==> src/rtl/weight_buffer.sv <==
`default_nettype none
// ============================================================================
// weight_buffer : opens a DEPTH-cycle load window to capture one kernel, then
//                 replays it to the PE array over valid/ready on demand.
// Revision 1.0
// ============================================================================
module weight_buffer #(
  parameter int DATA_WIDTH = 16,
  parameter int DEPTH      = 9,
  parameter int ADDR_WIDTH = $clog2(DEPTH)
) (
  input  logic                  clk,
  input  logic                  rstn,
  input  logic                  load_req,
  output logic                  flush,
  output logic                  flush_busy,
  input  logic [DATA_WIDTH-1:0] data_in,
  input  logic                  rd_start,
  output logic [DATA_WIDTH-1:0] w_data,
  output logic                  w_valid,
  input  logic                  w_ready,
  output logic                  w_last,
  output logic                  loaded
);

  typedef enum logic [1:0] {
    S_IDLE  = 2'd0,
    S_FILL  = 2'd1,
    S_READY = 2'd2,
    S_DRAIN = 2'd3
  } state_t;

  localparam logic [ADDR_WIDTH-1:0] LAST_IDX = ADDR_WIDTH'(DEPTH - 1);

  state_t                state_q, state_d;
  logic [ADDR_WIDTH-1:0] wr_ptr_q, wr_ptr_d;
  logic [ADDR_WIDTH-1:0] rd_ptr_q, rd_ptr_d;
  logic                  loaded_q, loaded_d;
  logic [DATA_WIDTH-1:0] mem [DEPTH];

  always_ff @(posedge clk or negedge rstn) begin
    if (!rstn) begin
      state_q  <= S_IDLE;
      wr_ptr_q <= '0;
      rd_ptr_q <= '0;
      loaded_q <= 1'b0;
    end else begin
      state_q  <= state_d;
      wr_ptr_q <= wr_ptr_d;
      rd_ptr_q <= rd_ptr_d;
      loaded_q <= loaded_d;
    end
  end

  // Kernel storage is deliberately not reset; loaded_q qualifies its contents.
  always_ff @(posedge clk) begin
    if (state_q == S_FILL) begin
      mem[wr_ptr_q] <= data_in;
    end
  end

  always_comb begin
    state_d    = state_q;
    wr_ptr_d   = wr_ptr_q;
    rd_ptr_d   = rd_ptr_q;
    loaded_d   = loaded_q;
    flush      = 1'b0;
    flush_busy = 1'b0;
    w_valid    = 1'b0;
    w_last     = 1'b0;
    w_data     = '0;
    case (state_q)
      S_IDLE: begin
        if (load_req) begin
          state_d  = S_FILL;
          loaded_d = 1'b0;
        end
      end
      S_FILL: begin
        flush_busy = 1'b1;
        flush      = (wr_ptr_q == '0);
        if (wr_ptr_q == LAST_IDX) begin
          wr_ptr_d = '0;
          loaded_d = 1'b1;
          state_d  = S_READY;
        end else begin
          wr_ptr_d = wr_ptr_q + 1'b1;
        end
      end
      S_READY: begin
        // rd_start has priority; a simultaneous load_req is dropped.
        if (rd_start) begin
          state_d  = S_DRAIN;
          rd_ptr_d = '0;
        end else if (load_req) begin
          state_d  = S_FILL;
          loaded_d = 1'b0;
        end
      end
      S_DRAIN: begin
        w_valid = 1'b1;
        w_data  = mem[rd_ptr_q];
        w_last  = (rd_ptr_q == LAST_IDX);
        if (w_ready) begin
          if (w_last) begin
            rd_ptr_d = '0;
            state_d  = S_READY;
          end else begin
            rd_ptr_d = rd_ptr_q + 1'b1;
          end
        end
      end
      default: state_d = S_IDLE;
    endcase
  end

  assign loaded = loaded_q;

endmodule
`default_nettype wire

==> config.mk <==
export PLATFORM = sky130hd
export DESIGN_NAME = weight_buffer
export DESIGN_NICKNAME = d
export VERILOG_FILES = /design/src/rtl/weight_buffer.sv
export SDC_FILE = /design/constraint.sdc
export NUM_CORES = 1
export LEC_CHECK = 0
export CORE_MARGIN = 1
export CORE_UTILIZATION = 30
export CTS_BUF_LIST = sky130_fd_sc_hd__clkbuf_8
export CTS_CLUSTER_SIZE = 28
export DETAILED_ROUTE_END_ITERATION = 6
export HOLD_SLACK_MARGIN = 0.03
export PLACE_DENSITY_LB_ADDON = 0.25
export SYNTH_ARGS = -nofsm -noshare
export SYNTH_HDL_FRONTEND = slang
export SYNTH_SLANG_ARGS = --single-unit
==> constraint.sdc <==
create_clock -name clk -period 4.7 [get_ports clk]
set_input_delay 0.94 -clock clk [delete_from_list [all_inputs] [get_ports clk]]
set_output_delay 0.94 -clock clk [all_outputs]
set_load 0.03 [all_outputs]
==> results of run 1 <==
## sequential cells by signal, summed over array words and instances (netlist names)
register,cells
wr_ptr_q,4
rd_ptr_q,4
loaded,1
state_q,2
mem,144
## cells in the final DEF, fill, tap and decap left out, types with 6 or more instances in the layout
master / netlist / layout
inv_1: 7 / 9
dfrtp_1: 11 / 10
nor2b_1: 16 / 16
clkdlybuf4s50_1: 0 / 41
edfxtp_1: 144 / 144
nand2_1: 15 / 15
clkbuf_8: 0 / 17
o22ai_1: 16 / 16
nor4_1: 16 / 16
nor3_1: 17 / 17
nor2_1: 36 / 36
ha_1: 6 / 6
o21ai_0: 11 / 11
buf_4: 3 / 6
mux2i_1: 64 / 64
## power by group through the flow
stage	logic (µW)	clock network (µW)	registers, µW
3_3_place_gp	1360	0	2010
3_5_place_dp	1370	0	2020
5_1_grt	1480	1040	2010
4_1_cts	1380	988	1990
2_1_floorplan	1110	0	1840
6_report	1350	970	1980
## cell families (layout without fill, tap and decap cells)
kind of cell	after synthesis	after routing	synth area share (%)
AOI/OAI and AO/OA	33	33	3.12
adders and majority gates	6	6	1.18
buffers and inverters	30	86	3.47
DFF	155	155	72.1
muxes	66	66	10.4
and+or+nand+nor	122	122	9.69
## how the worst min path moves through the flow
stage | startpoint | to | slack [ns]
2_1_floorplan | wr_ptr_q[3]$_DFFE_PN0N_ | wr_ptr_q[3]$_DFFE_PN0N_ | 0.53
3_3_place_gp | loaded$_DFFE_PN0P_ | loaded$_DFFE_PN0P_ | 0.47
3_5_place_dp | loaded$_DFFE_PN0P_ | loaded$_DFFE_PN0P_ | 0.48
4_1_cts | loaded$_DFFE_PN0P_ | loaded$_DFFE_PN0P_ | 0.49
5_1_grt | loaded$_DFFE_PN0P_ | loaded$_DFFE_PN0P_ | 0.54
6_report | loaded$_DFFE_PN0P_ | loaded$_DFFE_PN0P_ | 0.49
## metrics by stage
stage / utilization (%) / setup slack, ns / cell area [µm²] / power [µW] / hold WS (ns)
global route: 35.8 / 0.338 / 7360 / 4530 / 0.541
CTS: 35.8 / 0.494 / 7360 / 4350 / 0.495
finish: 35.8 / 0.536 / 7360 / 4300 / 0.488
global placement: 33.9 / 1.04 / 6980 / 3360 / 0.472
detailed placement: 33.9 / 0.997 / 6980 / 3390 / 0.475
floorplan: - / 2.01 / 6380 / 2950 / 0.526
## layer usage
layer	share of wire, %	wire length (µm)	vias up
li1	-	-	1643
met1	44	6030	1743
met2	51	6920	48
met3	2.8	384	14
met4	1.7	228	0
met5	0	0	-
## area by class of cell
type	instances	area [µm²]
clock buffer	17	234
clock inverter	15	148
fill	2021	13200
inverter	7	26.3
multi-input combinational	227	1560
sequential	155	4600
tap	270	338
timing repair buffer	47	455
## worst max-delay path, delay by kind of cell, from the launching register on
family | cells | cell delay (ns)
AOI/OAI and AO/OA | 1 | 0.09
buffers and inverters | 2 | 0.90
DFF | 1 | 1.14
muxes | 1 | 0.20
and+or+nand+nor | 2 | 0.39
==> metrics.txt, run 1 <==
first-pass GRT wire length 20.9 mm; largest stage delay on the critical path 1.14 ns; Sink Count 155; nature of the critical path endpoint output pin; Post-synth EDFFs 144; total half-perimeter wirelength after legalization and detailed placement 7.63 mm; element type at the critical path start register; area growth from synthesis to layout 15.4%; # placed instances 706; Die Y 148 µm; mean number of vias per cell 4.67; cell with the largest stage delay on the worst path dfrtp_4; launch point of the worst path rd_ptr_q[0]$_DFFE_PN0P_; via count of the routed design 3448; Post-Syn Nets 439; M2 GR Usage 22.9%; post-route fraction of the period consumed by the critical path 88.6%; Tmin final 4.16 ns; width of the die 148 µm; remaining max-slew budget at the tightest pin 28.5%; number of cells on the worst hold path 2; largest net degree at the start of global routing 63; combinational cell fraction of total power 31.3%; Worst R2R Path Depth 5; proportion of power drawn by the clock network 22.6%; total wire length 13.6 mm; R2R Path End mem[8][7]$_DFFE_PP_; fraction of final layout cells with drive strength greater than 1 8.33%; area share of the largest cell type after synthesis 67.8%; met3 GRT Util 2.72%; via count of the first global-routing pass 3602; proportion of register bits with asynchronous set or reset after synthesis 7.10%; dominant synthesized flop cell edfxtp_1; chain of cells forming the critical path buf_4 -> mux2i_1 -> o22ai_1 -> nor4_1 -> nor3_1 -> clkdlybuf4s50_1; clk_lat worst skew 0.46 ns; GRT met1 Usage 16.0%; nets 482; postcts setup bufs 0; number of failing hold endpoints at the final stage 0; number of iterations in the first detailed-routing pass 4; Crit Reg-Reg Startpoint wr_ptr_q[0]$_DFFE_PN0N_; PostCTS Resize Cnt 0; Switching Power 1530 µW; Hold Buf Count CTS 0; # IOs 42; post-route antenna net violation count 0; Worst Hold Class reg2reg; Tot GR Track Use 13.3%; Power Internal 2770 µW; setup clock skew after layout 0.0105 ns; H-tree levels 4; sequential fraction of design power 46.1%; initial cell density of the core 31.0%; result of the run finished, final reports clean; Worst EP required 3.76 ns; Setup TNS 0 ns; routed wirelength normalized by instance count 18.4 µm; maximum fanout along the worst path 62; leakage power total 0.00245 µW; post-synth design cell area 6380 µm²; total CTS buffers 17; # port buffers 41; Worst Max-Slew Pin Slew 1.07 ns; gpl congestion 0.690; count of max-cap constraint violations 0; most area-consuming cells after synthesis edfxtp_1, mux2i_1, dfrtp_1; Seq/Total Area, Yosys 72.1%; Max rail drop VDD 0.215 mV; routing layer with the top usage in global route met2; share of total power consumed by net switching 35.6%; WP data arrival 3.22 ns; worst reg2reg setup slack 2.20 ns; antenna violations before repair 0; total setup violations reported at the end of the flow 0; count of cell types in the netlist 33; most used standard cell by instance count after synthesis edfxtp_1; CTS root buffer clkbuf_8; Iter 0 DRT Violations 229; end of the critical path w_data[7]; number of standard cells in the final layout excluding fillers 738; Core ar. 20600 µm²; clock slew seen by the registers of the worst setup and hold paths 0.09 ns; cell types with the highest counts after synthesis edfxtp_1, mux2i_1, nor2_1, nor3_1; Highest Clock Rate 0.240 GHz; die area 21800 µm²; Mean Syn Cell Area 15.5 µm²; cell area power density 584 nW/µm²; RSZ-0062 raised after global routing false; remaining global-route overflow 0; CTS tree done; maximum number of buffers from clock root to sink 2; Critical Setup Path Class reg2out; top cell type by total area after synthesis edfxtp_1; number of remaining DRC errors 0; synthesized flop and latch total 155; yosys synthesis warning count 0; count of pins over their slew limit 0; antenna cell count 0; synthesized instance count 412; floorplan row count 52
(Power assumes the default switching activity.)
==> run 2: changes to the inputs <==
--- a/config.mk
+++ b/config.mk
@@ -11,7 +11,6 @@
 export CTS_CLUSTER_SIZE = 28
 export DETAILED_ROUTE_END_ITERATION = 6
 export HOLD_SLACK_MARGIN = 0.03
-export PLACE_DENSITY_LB_ADDON = 0.25
 export SYNTH_ARGS = -nofsm -noshare
 export SYNTH_HDL_FRONTEND = slang
 export SYNTH_SLANG_ARGS = --single-unit
==> metrics.txt, run 2 (synthesis results as in run 1) <==
routed wirelength normalized by instance count 17.8 µm (was 18.4 µm); element type at the critical path start register (unchanged); FILL cells 1950 (was 2021); flip-flop count of the largest register after layout 144 (unchanged); post-route setup slack 0.540 ns (was 0.536 ns); number of iterations in the first detailed-routing pass 4 (unchanged); Die Y 148 µm (unchanged); # IOs 42 (unchanged); remaining max-slew budget at the tightest pin 27.8% (was 28.5%); Tmin final 4.16 ns (about the same); antenna violations before repair 0 (unchanged); die area 21800 µm² (unchanged); H-tree levels 4 (unchanged); floorplan row count 52 (unchanged); result of the run finished, final reports clean (unchanged); total wire length 13.2 mm (was 13.6 mm); most common library cell in the layout ignoring fill and taps edfxtp_1 (unchanged); Max rail drop VDD 0.272 mV (was 0.215 mV); CP Buf/Inv Count 2 (unchanged); width of the die 148 µm (unchanged); WP data arrival 3.22 ns (about the same); total half-perimeter wirelength after legalization and detailed placement 7.66 mm (was 7.63 mm); # port buffers 41 (unchanged); Worst EP required 3.76 ns (about the same); gpl congestion 0.726 (was 0.690); RSZ-0062 raised after global routing false (unchanged); Core ar. 20600 µm² (unchanged); fraction of final layout cells with drive strength greater than 1 8.76% (was 8.33%); count of max-cap constraint violations 0 (unchanged); largest stage delay on the critical path 1.04 ns (was 1.14 ns); largest net degree at the start of global routing 56 (was 63); first-pass GRT wire length 20.4 mm (was 20.9 mm); number of remaining DRC errors 0 (unchanged); nets 482 (unchanged); leakage power total 0.00246 µW (was 0.00245 µW); Sink Count 155 (unchanged); total CTS buffers 17 (unchanged); largest registers in the final layout mem: 144 flops, rd_ptr_q: 4 flops, wr_ptr_q: 4 flops (unchanged); via count of the routed design 3439 (was 3448); mean number of vias per cell 4.66 (was 4.67); area growth from synthesis to layout 15.8% (was 15.4%); clk_lat worst skew 0.44 ns (was 0.46 ns); CTS tree done (unchanged); Highest Clock Rate 0.240 GHz (about the same); PostCTS Resize Cnt 0 (unchanged); Iter 0 DRT Violations 206 (was 229); Setup Slack @ Placement 0.989 ns (was 0.997 ns); post-route fraction of the period consumed by the critical path 88.5% (was 88.6%); clock slew seen by the registers of the worst setup and hold paths 0.08 ns (was 0.09 ns); top register by number of flip-flops mem (unchanged); number of failing hold endpoints at the final stage 0 (unchanged); cell with the largest stage delay on the worst path dfrtp_4 (unchanged); Worst Max-Slew Pin Slew 1.08 ns (was 1.07 ns); Setup TNS 0 ns (unchanged); chain of cells forming the critical path buf_4 -> mux2i_1 -> o22ai_1 -> nor4_1 -> nor3_1 -> clkdlybuf4s50_1 (unchanged); Worst Hold Class reg2reg (unchanged); maximum fanout along the worst path 55 (was 62); cell area power density 587 nW/µm² (was 584 nW/µm²); Tot Pwr 4330 µW (was 4300 µW); CTS root buffer clkbuf_8 (unchanged); maximum number of buffers from clock root to sink 2 (unchanged); Hold Buf Count CTS 0 (unchanged); Tot GR Track Use 12.9% (was 13.3%); antenna cell count 0 (unchanged); nature of the critical path endpoint output pin (unchanged); total setup violations reported at the end of the flow 0 (unchanged); setup clock skew after layout 0.00687 ns (was 0.0105 ns); dominant delay contributor by cell family on the critical path flip-flops (unchanged); count of pins over their slew limit 0 (unchanged); postcts setup bufs 0 (unchanged); post-route antenna net violation count 0 (unchanged); remaining global-route overflow 0 (unchanged); via count of the first global-routing pass 3623 (was 3602); initial cell density of the core 31.0% (unchanged); Critical Setup Path Class reg2out (unchanged); commonest cells after routing, fill and taps aside edfxtp_1, mux2i_1, clkdlybuf4s50_1, nor2_1 (unchanged)
## run 2: path summary, 6_finish.rpt
kind,start,endpoint,slack (ns),cells past startpoint
worst max register to register,wr_ptr_q[0]$_DFFE_PN0N_,mem[8][9]$_DFFE_PP_,2.41,5
worst min register to register,loaded$_DFFE_PN0P_,loaded$_DFFE_PN0P_,0.50,2
max in group asynchronous,rstn,rd_ptr_q[0]$_DFFE_PN0P_,3.46,1
worst min-delay path,loaded$_DFFE_PN0P_,loaded$_DFFE_PN0P_,0.50,2
min in group asynchronous,rstn,wr_ptr_q[0]$_DFFE_PN0N_,0.84,1
worst max-delay path,rd_ptr_q[0]$_DFFE_PN0P_,w_data[14],0.54,6
## run 2: where the power goes
part / internal, µW / switching [µW]
clock network: 525 / 495
registers: 1750 / 217
logic: 544 / 801
total: 2820 / 1510
## run 2: worst register-to-register path, stage by stage (launching register included)
cell,delay (ns)
dfrtp_1,0.45
inv_1,0.12
ha_1,0.20
nand3b_1,0.17
nor2_1,0.67
buf_4,0.37
## run 2: cell type report
type                       count  area, µm²  share of cell area (%)
timing repair buffer          47        455                    6.17
sequential                   155       4600                    62.3
tap                          270        338                    4.57
clock inverter                15        174                    2.35
inverter                       7       26.3                   0.356
multi-input combinational    227       1560                    21.1
clock buffer                  17        234                    3.17
## run 2: routing by layer
| layer | track usage, % | routed length (µm) | vias to the layer above |
|---|---|---|---|
| li1 | - | - | 1644 |
| met1 | 15.4 | 5770 | 1708 |
| met2 | 22.4 | 6800 | 68 |
| met3 | 2.69 | 400 | 19 |
| met4 | 5.41 | 200 | 0 |
| met5 | 0 | 0 | - |
## run 2: per-stage QoR
stage               cell area, µm²  std cells  hold WS [ns]  utilization, %
floorplan                     6380        412         0.526               -
global placement              6980        706         0.467            33.9
detailed placement            6980        706         0.488            33.9
CTS                           7390        738         0.507            35.9
global route                  7390        738         0.554            35.9
finish                        7390        738         0.503            35.9
